--- src/rtl/ip_uart_rx_if.sv ---
// Byte-side handshake of ip_uart_rx: the hold register (data/valid), the consumer
// ack, and the framing-error / overrun status pulses.
interface ip_uart_rx_if;
    logic [7:0] recv_data;
    logic       recv_valid;
    logic       recv_ack;
    logic       recv_error;
    logic       recv_overrun;

    modport master (output recv_data, recv_valid, recv_error, recv_overrun, input recv_ack);
    modport slave  (input recv_data, recv_valid, recv_error, recv_overrun, output recv_ack);
endinterface

--- src/rtl/ip_uart_rx.sv ---
// 8N1 UART receiver: synchronized line, 3-sample majority vote per bit, and a
// one-byte hold register with level valid/ack plus error/overrun pulses.
module ip_uart_rx #(
    parameter int clk_freq  = 75000000,
    parameter int uart_freq = 115200
) (
    input  logic         clk,
    input  logic         n_reset,
    input  logic         uart_rx,
    ip_uart_rx_if.master recv
);
    localparam int BIT_CYCLES = clk_freq / uart_freq;
    localparam int HALF       = BIT_CYCLES / 2;
    localparam int CW         = $clog2(BIT_CYCLES);
    localparam logic [CW-1:0] CNT_LO  = CW'(HALF - 1);
    localparam logic [CW-1:0] CNT_MID = CW'(HALF);
    localparam logic [CW-1:0] CNT_HI  = CW'(HALF + 1);
    localparam logic [CW-1:0] CNT_END = CW'(BIT_CYCLES - 1);

    typedef enum logic [1:0] {IDLE, START, DATA, STOP} state_t;

    state_t        state, state_nxt;
    logic [CW-1:0] cnt, cnt_nxt;
    logic [2:0]    idx, idx_nxt;
    logic [7:0]    shreg, shreg_nxt;
    logic          rx_meta, rx_s, rx_d;
    logic          smp_lo, smp_mid, maj;
    logic          deliver, frame_err;

    always_ff @(posedge clk or negedge n_reset) begin
        if (!n_reset) begin
            rx_meta <= 1'b1;
            rx_s    <= 1'b1;
            rx_d    <= 1'b1;
        end else begin
            rx_meta <= uart_rx;
            rx_s    <= rx_meta;
            rx_d    <= rx_s;
        end
    end

    // The third vote is the live rx_s, so the bit is decided on the CNT_HI cycle itself.
    assign maj = (smp_lo & smp_mid) | (smp_lo & rx_s) | (smp_mid & rx_s);

    always_ff @(posedge clk or negedge n_reset) begin
        if (!n_reset) begin
            state   <= IDLE;
            cnt     <= '0;
            idx     <= '0;
            shreg   <= '0;
            smp_lo  <= 1'b1;
            smp_mid <= 1'b1;
        end else begin
            state <= state_nxt;
            cnt   <= cnt_nxt;
            idx   <= idx_nxt;
            shreg <= shreg_nxt;
            if (cnt == CNT_LO)  smp_lo  <= rx_s;
            if (cnt == CNT_MID) smp_mid <= rx_s;
        end
    end

    always_comb begin
        state_nxt = state;
        cnt_nxt   = cnt;
        idx_nxt   = idx;
        shreg_nxt = shreg;
        deliver   = 1'b0;
        frame_err = 1'b0;
        unique case (state)
            IDLE: begin
                cnt_nxt = '0;
                idx_nxt = '0;
                if (!rx_s && rx_d) state_nxt = START;
            end
            START: begin
                cnt_nxt = cnt + 1'b1;
                if (cnt == CNT_HI && maj) begin
                    state_nxt = IDLE;
                    cnt_nxt   = '0;
                end else if (cnt == CNT_END) begin
                    state_nxt = DATA;
                    cnt_nxt   = '0;
                    idx_nxt   = '0;
                end
            end
            DATA: begin
                cnt_nxt = cnt + 1'b1;
                if (cnt == CNT_HI) shreg_nxt = {maj, shreg[7:1]};
                if (cnt == CNT_END) begin
                    cnt_nxt = '0;
                    idx_nxt = idx + 1'b1;
                    if (idx == 3'd7) state_nxt = STOP;
                end
            end
            STOP: begin
                cnt_nxt = cnt + 1'b1;
                // Leave mid stop bit so a slightly fast sender's next start edge is not missed.
                if (cnt == CNT_HI) begin
                    state_nxt = IDLE;
                    cnt_nxt   = '0;
                    deliver   = maj;
                    frame_err = ~maj;
                end
            end
        endcase
    end

    always_ff @(posedge clk or negedge n_reset) begin
        if (!n_reset) begin
            recv.recv_data    <= 8'h00;
            recv.recv_valid   <= 1'b0;
            recv.recv_error   <= 1'b0;
            recv.recv_overrun <= 1'b0;
        end else begin
            recv.recv_error   <= frame_err;
            recv.recv_overrun <= 1'b0;
            if (deliver) begin
                // A same-cycle ack frees the slot, so the new byte takes it.
                if (!recv.recv_valid || recv.recv_ack) begin
                    recv.recv_data  <= shreg;
                    recv.recv_valid <= 1'b1;
                end else begin
                    recv.recv_overrun <= 1'b1;
                end
            end else if (recv.recv_ack) begin
                recv.recv_valid <= 1'b0;
            end
        end
    end
endmodule

--- src/flat_wrapper.sv ---
// flat-port wrapper written by rule: the top's interface ports become plain ports
module ip_uart_rx_flat 
#(
    parameter int clk_freq  = 75000000,
    parameter int uart_freq = 115200
)
  (clk, n_reset, uart_rx, recv_recv_data, recv_recv_valid, recv_recv_error, recv_recv_overrun, recv_recv_ack);
  ip_uart_rx_if recv_i ();
  input  logic clk;
  input  logic n_reset;
  input  logic uart_rx;
  output wire logic [$bits(recv_i.recv_data)-1:0] recv_recv_data;
  output wire logic [$bits(recv_i.recv_valid)-1:0] recv_recv_valid;
  output wire logic [$bits(recv_i.recv_error)-1:0] recv_recv_error;
  output wire logic [$bits(recv_i.recv_overrun)-1:0] recv_recv_overrun;
  input wire logic [$bits(recv_i.recv_ack)-1:0] recv_recv_ack;
  assign recv_recv_data = recv_i.recv_data;
  assign recv_recv_valid = recv_i.recv_valid;
  assign recv_recv_error = recv_i.recv_error;
  assign recv_recv_overrun = recv_i.recv_overrun;
  assign recv_i.recv_ack = recv_recv_ack;
  ip_uart_rx #(.clk_freq(clk_freq), .uart_freq(uart_freq)) u_core (.clk(clk), .n_reset(n_reset), .uart_rx(uart_rx), .recv(recv_i));
endmodule
--- config.mk ---
export PLATFORM = sky130hd
export DESIGN_NAME = ip_uart_rx_flat
export DESIGN_NICKNAME = d
export VERILOG_FILES = /design/src/rtl/ip_uart_rx_if.sv /design/src/rtl/ip_uart_rx.sv /design/src/flat_wrapper.sv
export SDC_FILE = /design/constraint.sdc
export NUM_CORES = 1
export LEC_CHECK = 0
export CAP_MARGIN = 20
export CORE_MARGIN = 2
export CORE_UTILIZATION = 35
export DETAILED_ROUTE_END_ITERATION = 8
export MAX_ROUTING_LAYER = met4
export PLACE_DENSITY = 0.66
export SLEW_MARGIN = 40
export SYNTH_ARGS = -nofsm -noshare
export SYNTH_HDL_FRONTEND = slang
export SYNTH_SLANG_ARGS = --single-unit
--- constraint.sdc ---
create_clock -name clk -period 1.8 [get_ports clk]
set_input_delay 0.36 -clock clk [delete_from_list [all_inputs] [get_ports clk]]
set_output_delay 0.36 -clock clk [all_outputs]
set_load 0.01 [all_outputs]
==> reports/results.ini, run 1 <==
[worst_setup_path]
worstRegToRegCells=5
r2r-start=u_core.cnt[7]
arrival_ns=1.95
critPathKind=flip-flop to flip-flop
worstSetupEndpoint=u_core.recv.recv_data[0]
crit_path_start=u_core.cnt[7]
endpoint_kind=flip-flop
required_ns=1.97
rrSetupSlack_ns=0.02
reg2reg_to=u_core.recv.recv_data[0]
critPathLaunchType=flip-flop
path_max_fanout=4

[die]
design.core.area_um2=4790
num_io_pins=15
die_area_um2=5610
die_w_um=74.9
start_util_pct=36.8
rows=25
dieHeight_um=74.9

[routing]
wl_met1_um=1480
highest_layer=met4
first_iter_violations=78
vias=1233
met3WireLength_um=188
drcViolationCount=0
wl_met2_um=1600
dr.pass1.iters=4
ant_nets=0
routed_via_density=4.93
avgRoutedWirePerCell_um=13.3
routed_wl_um=3320

[synthesis]
netlist_area_um2=1760
synth.top_cell.area_share_pct=48.3
syn_nets=147
synth_area_leader_cell=dfrtp_1
yosysWarningCount=0
synth_cells=137
ys.flop_type=dfrtp_1
async_flop_share_pct=100
synth.most_common_cell=dfrtp_1
synth_cell_type_count=38
synth-edff-count=0
ys_seq_area_share_pct=55.8
synth_area_leaders=dfrtp_1 (48%), mux2_2 (12%), dfstp_2 (7.5%)
syn_avg_cell_area_um2=12.8
ys_ff_latch=39
synth_commonest_cells=dfrtp_1 (34), mux2_2 (18), nor2_1 (12)

[job]
cap_violations=0

[clock_tree]
cts_buffers=5
clk_latency_ns=0.29
cts.path.max_buffers=2
clkSinkCount=39
post_cts_hold_buffer_count=0
h-tree-depth=2
root_buffer=clkbuf_8
clk_pin_slew_ns=0.08
cts_tree=yes

[placement]
place_ws_ns=0.0161
portBuffers=14
placed_cell_area_um2=2170
dp_hpwl_um=2360
gp_congestion=0.844

[sta]
postLayoutSetupSlackWorst_ns=0.0204
rsz0062_at_grt=yes
max_freq_ghz=0.562
drv_slew=0
worst_pin_slew_ns=0.465
fin_crit_ns=1.78
relSlewSlack_pct=69.0
tns_ns=0
post-route-period-util_pct=98.9
hold_viol=0
fin_worst_skew_ns=0.00529
setup_viol=0
whs_ns=0.105

[cells_and_area]
syn2layout_area_growth_pct=33.0
diodes=0
final_net_count=192
fin_area_um2=2340
layout-drive-gt1-share_pct=37.2

[global_routing]
grt_pass1_wl_um=5550
antenna_found_initial=0
grt_max_degree=40
grt_usage_pct=13.5
grt_overflow=0
grt_pass1_vias=1277

[pwr]
leakage_uw=0.00110
p_per_area_nw_per_um2=961
peakVddDrop_uv=621

[hold_path]
hold_path.class=input port to asynchronous set/reset pin

[run_status]
status=finished, final reports clean

critical path, stage by stage (launching register included):
cell and delay (ns):
dfrtp_1 0.41, nor4_4 0.35, nand3_4 0.12, nor4b_4 0.29, buf_4 0.19, mux2_4 0.31
area by class of cell:
cell class,instances,area (µm²)
Inverter,4,15.0
Tap cell,67,83.8
Clock buffer,5,68.8
Clock inverter,3,43.8
Fill cell,431,2440
Timing Repair Buffer,40,338
Sequential cell,39,983
Multi-Input combinational cell,92,808
cell families (layout without fill, tap and decap cells):
kind of cell	Yosys count	count (layout)	share of synthesized area, %
XOR/XNOR	8	8	3.98
AO/OA/AOI/OAI	17	17	7.04
flip-flops	39	39	55.8
AND/OR/NAND/NOR	41	41	14.9
adder cells (fa/ha/maj)	8	8	5.40
multiplexers	18	18	11.5
buffers and inverters	6	52	1.35
stage by stage:
step / power (µW) / utilization [%] / instances
final: 2250 / 48.9 / 250
after floorplan: 1320 / - / 137
after detailed placement: 1550 / 45.3 / 240
after global routing: 2370 / 48.9 / 250
after CTS: 2280 / 47.8 / 249
after global placement: 1530 / 45.3 / 240
sequential cells by signal (all words and copies together) (netlist names), named ones only:
name / flops
u_core.cnt: 10
u_core.recv.recv_error: 1
u_core.smp_lo: 1
u_core.smp_mid: 1
u_core.recv.recv_data: 8
u_core.rx_s: 1
u_core.rx_meta: 1
u_core.shreg: 8
u_core.idx: 3
u_core.state: 1
u_core.recv.recv_valid: 1
u_core.rx_d: 1
u_core.recv.recv_overrun: 1
how the worst min path moves through the flow:
| stage | startpoint | end | slack [ns] | cells past startpoint |
|---|---|---|---|---|
| after floorplan | n_reset | asynchronous set/reset pin | 0.06 | 0 |
| after global placement | u_core.rx_meta | u_core.rx_s | 0.35 | 0 |
| after detailed placement | u_core.rx_meta | u_core.rx_s | 0.35 | 0 |
| after CTS | n_reset | u_core.shreg[3] | 0.12 | 2 |
| after global routing | n_reset | u_core.recv.recv_data[2] | 0.13 | 2 |
| final | n_reset | u_core.shreg[4] | 0.10 | 2 |
power by group:
part | switching, µW | internal [µW] | total, µW
Sequential | 82.5 | 961 | 1040
Combinational | 252 | 239 | 492
Clock | 301 | 412 | 714
Total | 636 | 1610 | 2250
layout by cell type, fill, tap and decap left out, types with 2 or more instances in the layout:
master,Yosys,layout
a21oi_1,2,2
inv_1,4,3
xor2_1,7,7
nand4_1,4,4
dfrtp_1,34,33
clkdlybuf4s50_1,0,13
nor2_1,12,12
and4b_1,2,2
buf_4,0,24
nor2b_1,2,2
a31oi_1,2,2
ha_1,6,5
dfstp_2,5,5
buf_6,0,2
o22ai_1,2,2
clkbuf_8,0,5
nand2_1,4,4
mux2_4,0,8
and3_1,3,3
nand3_1,6,5
mux2_2,18,10
o21ai_0,2,2
metal layers:
layer,up-vias,GRT usage (%)
met5,-,-
met4,0,5.95
met3,6,3.88
met2,36,22.0
met1,602,15.4
li1,589,-
repair_timing:
| action | in CTS | in global routing |
|---|---|---|
| pin swaps | 0 | 4 |
| gates resized for setup | 0 | 12 |
| buffers inserted | 1 | 1 |
| endpoints found under the setup margin | 2 | 19 |
No activity file was read; power rests on OpenSTA's default activity.
==> run 2, diff against run 1 <==
HOLD_SLACK_MARGIN = 0.02   (was unset)
SLEW_MARGIN = unset   (was 40)
==> results of run 2 <==
Same layout as run 1: the final DEF is identical, and so are final timing and power.
==> run 3, diff against run 2 <==
TNS_END_PERCENT = 1   (was unset)
==> run 3 against run 2 <==
Net effect:
- the flow now finishes with violations (setup timing)
- combinational power up 8.5%
- largest power group unchanged
- critical path type unchanged
- register-to-register slack got worse by 0.04 ns
- cell count up 0.40%
- critical endpoint is now u_core.recv.recv_data[5]
- worst setup slack got worse by 0.037 ns
- total power fell by 5.3%
- sequential share of layout area is 0.47 points higher
- clock power fell by 21%
==> reports/results.ini, run 3 (same netlist as run 1, synthesis figures left out) <==
[placement]
dp_cells=240
portBuffers=14
place_ws_ns=-0.0416
dp_hpwl_um=2570
gp_congestion=0.774

[die]
design.core.area_um2=4790
start_util_pct=36.8
die_area_um2=5610
num_io_pins=15
die_w_um=74.9
dieHeight_um=74.9
rows=25

[clock_tree]
cts_tree=yes
clk_latency_ns=0.28
root_buffer=clkbuf_8
cts_buffers=5
h-tree-depth=2
clkSinkCount=39
clk_pin_slew_ns=0.07
cts.path.max_buffers=2

[worst_setup_path]
r2r-start=u_core.cnt[7]
crit_path_start=u_core.cnt[7]
crit_slowest_cell=dfrtp_1
endpoint_kind=flip-flop
path_max_fanout=8
critical-path-top-delay-family=simple AND/OR/NAND/NOR gates
path_cells=nor4_4 -> nand3_4 -> nor4b_4 -> buf_6 -> mux2_2
slowest_delay_ns=0.43
required_ns=1.97
critPathLaunchType=flip-flop
cp_num_buf_inv=1
critPathKind=flip-flop to flip-flop
arrival_ns=1.99

[cells_and_area]
final_common_cell=dfrtp_1
layoutNonFillerInstCount=251
layout-drive-gt1-share_pct=35.3
top_regs=u_core.cnt: 10 flops, u_core.recv.recv_data: 8 flops, u_core.shreg: 8 flops
largest_reg_flops=10
layout_common_cells=dfrtp_1 (34), buf_4 (21), mux2_2 (16)
final_net_count=193
num-fill-cells=429
syn2layout_area_growth_pct=31.3
final_core_util_pct=48.3
regMostFlops=u_core.cnt
diodes=0

[sta]
post-route-period-util_pct=101
setup_viol=6
max_freq_ghz=0.551
worst_pin_slew_ns=0.431
fin_worst_skew_ns=0.00286
hold_viol=0
drv_slew=0
rsz0062_at_grt=yes
fin_crit_ns=1.82
postLayoutSetupSlackWorst_ns=-0.0163
relSlewSlack_pct=71.3
tns_ns=-0.0838

[routing]
routed_wl_um=3520
ant_nets=0
vias=1240
drcViolationCount=0
first_iter_violations=51
dr.pass1.iters=4
routed_via_density=4.94
avgRoutedWirePerCell_um=14.0

[global_routing]
grt_overflow=0
grt_max_degree=21
grt_usage_pct=14.4
grt_pass1_vias=1299
antenna_found_initial=0
grt_pass1_wl_um=5850

[pwr]
p_total_uw=2130
p_per_area_nw_per_um2=921
leakage_uw=0.00108
peakVddDrop_uv=396

[hold_path]
hold_start=u_core.rx_meta
hold_path.class=flip-flop to flip-flop

[run_status]
violations=setup timing
status=finished with violations

[job]
cap_violations=0

run 3: cell types whose count changed in the layout (fill, tap and decap cells not counted), sizes merged:
cell | before | now
bufinv | 1 | 0
clkbuf | 5 | 6
dlygate4sd3 | 0 | 1
clkinv | 2 | 1
clkinvlp | 0 | 1
run 3: layout make-up:
| class | count | area (µm²) | share of cell area, % |
|---|---|---|---|
| Clock buffer | 6 | 72.6 | 3.14 |
| Clock inverter | 2 | 12.5 | 0.541 |
| Inverter | 4 | 15.0 | 0.649 |
| Multi-Input combinational cell | 92 | 787 | 34.0 |
| Sequential cell | 39 | 982 | 42.5 |
| Tap cell | 67 | 83.8 | 3.63 |
| Timing Repair Buffer | 41 | 359 | 15.5 |
run 3: layer usage:
metal,up-vias,track usage (%),wire length (µm)
li1,590,-,-
met1,621,16.7,1610
met2,21,23.8,1740
met3,8,3.35,97
met4,0,6.35,74
met5,-,-,0
run 3: what timing repair did:
item	4_1_cts	5_1_grt
setup buffers	0	1
gates resized for setup	4	10
setup endpoints to repair	17	20
cloned	0	1
hold endpoints to repair	14	0
pin swaps	0	3
hold buffers	1	0
run 3: through the flow:
step                instance area [µm²]  hold slack [ns]
finish                             2310            0.359
global placement                   2150            0.318
CTS                                2260            0.355
global route                       2310            0.358
floorplan                          1760           0.0644
detailed placement                 2150            0.322
run 3: where the power goes:
group	total, µW	internal [µW]	switching (µW)	leakage [µW]
clock network	567	271	296	0.0000412
registers	1030	960	69.4	0.000509
logic	534	262	272	0.000528
total	2130	1490	637	0.00108
run 3: final timing paths:
path	endpoint	slack, ns	depth (start not counted)
worst max-delay path	u_core.recv.recv_data[5]	-0.02	5
worst min register to register	u_core.rx_s	0.36	0
worst max register to register	u_core.recv.recv_data[5]	-0.02	5
max in group asynchronous	u_core.rx_d	0.67	3
worst min-delay path	u_core.rx_s	0.36	0
min in group asynchronous	u_core.cnt[8]	0.54	2
run 3: worst register-to-register path, stage by stage, from the launching register on:
cell and delay [ns]:
dfrtp_1 0.43, nor4_4 0.37, nand3_4 0.12, nor4b_4 0.27
buf_6 0.18, mux2_2 0.34
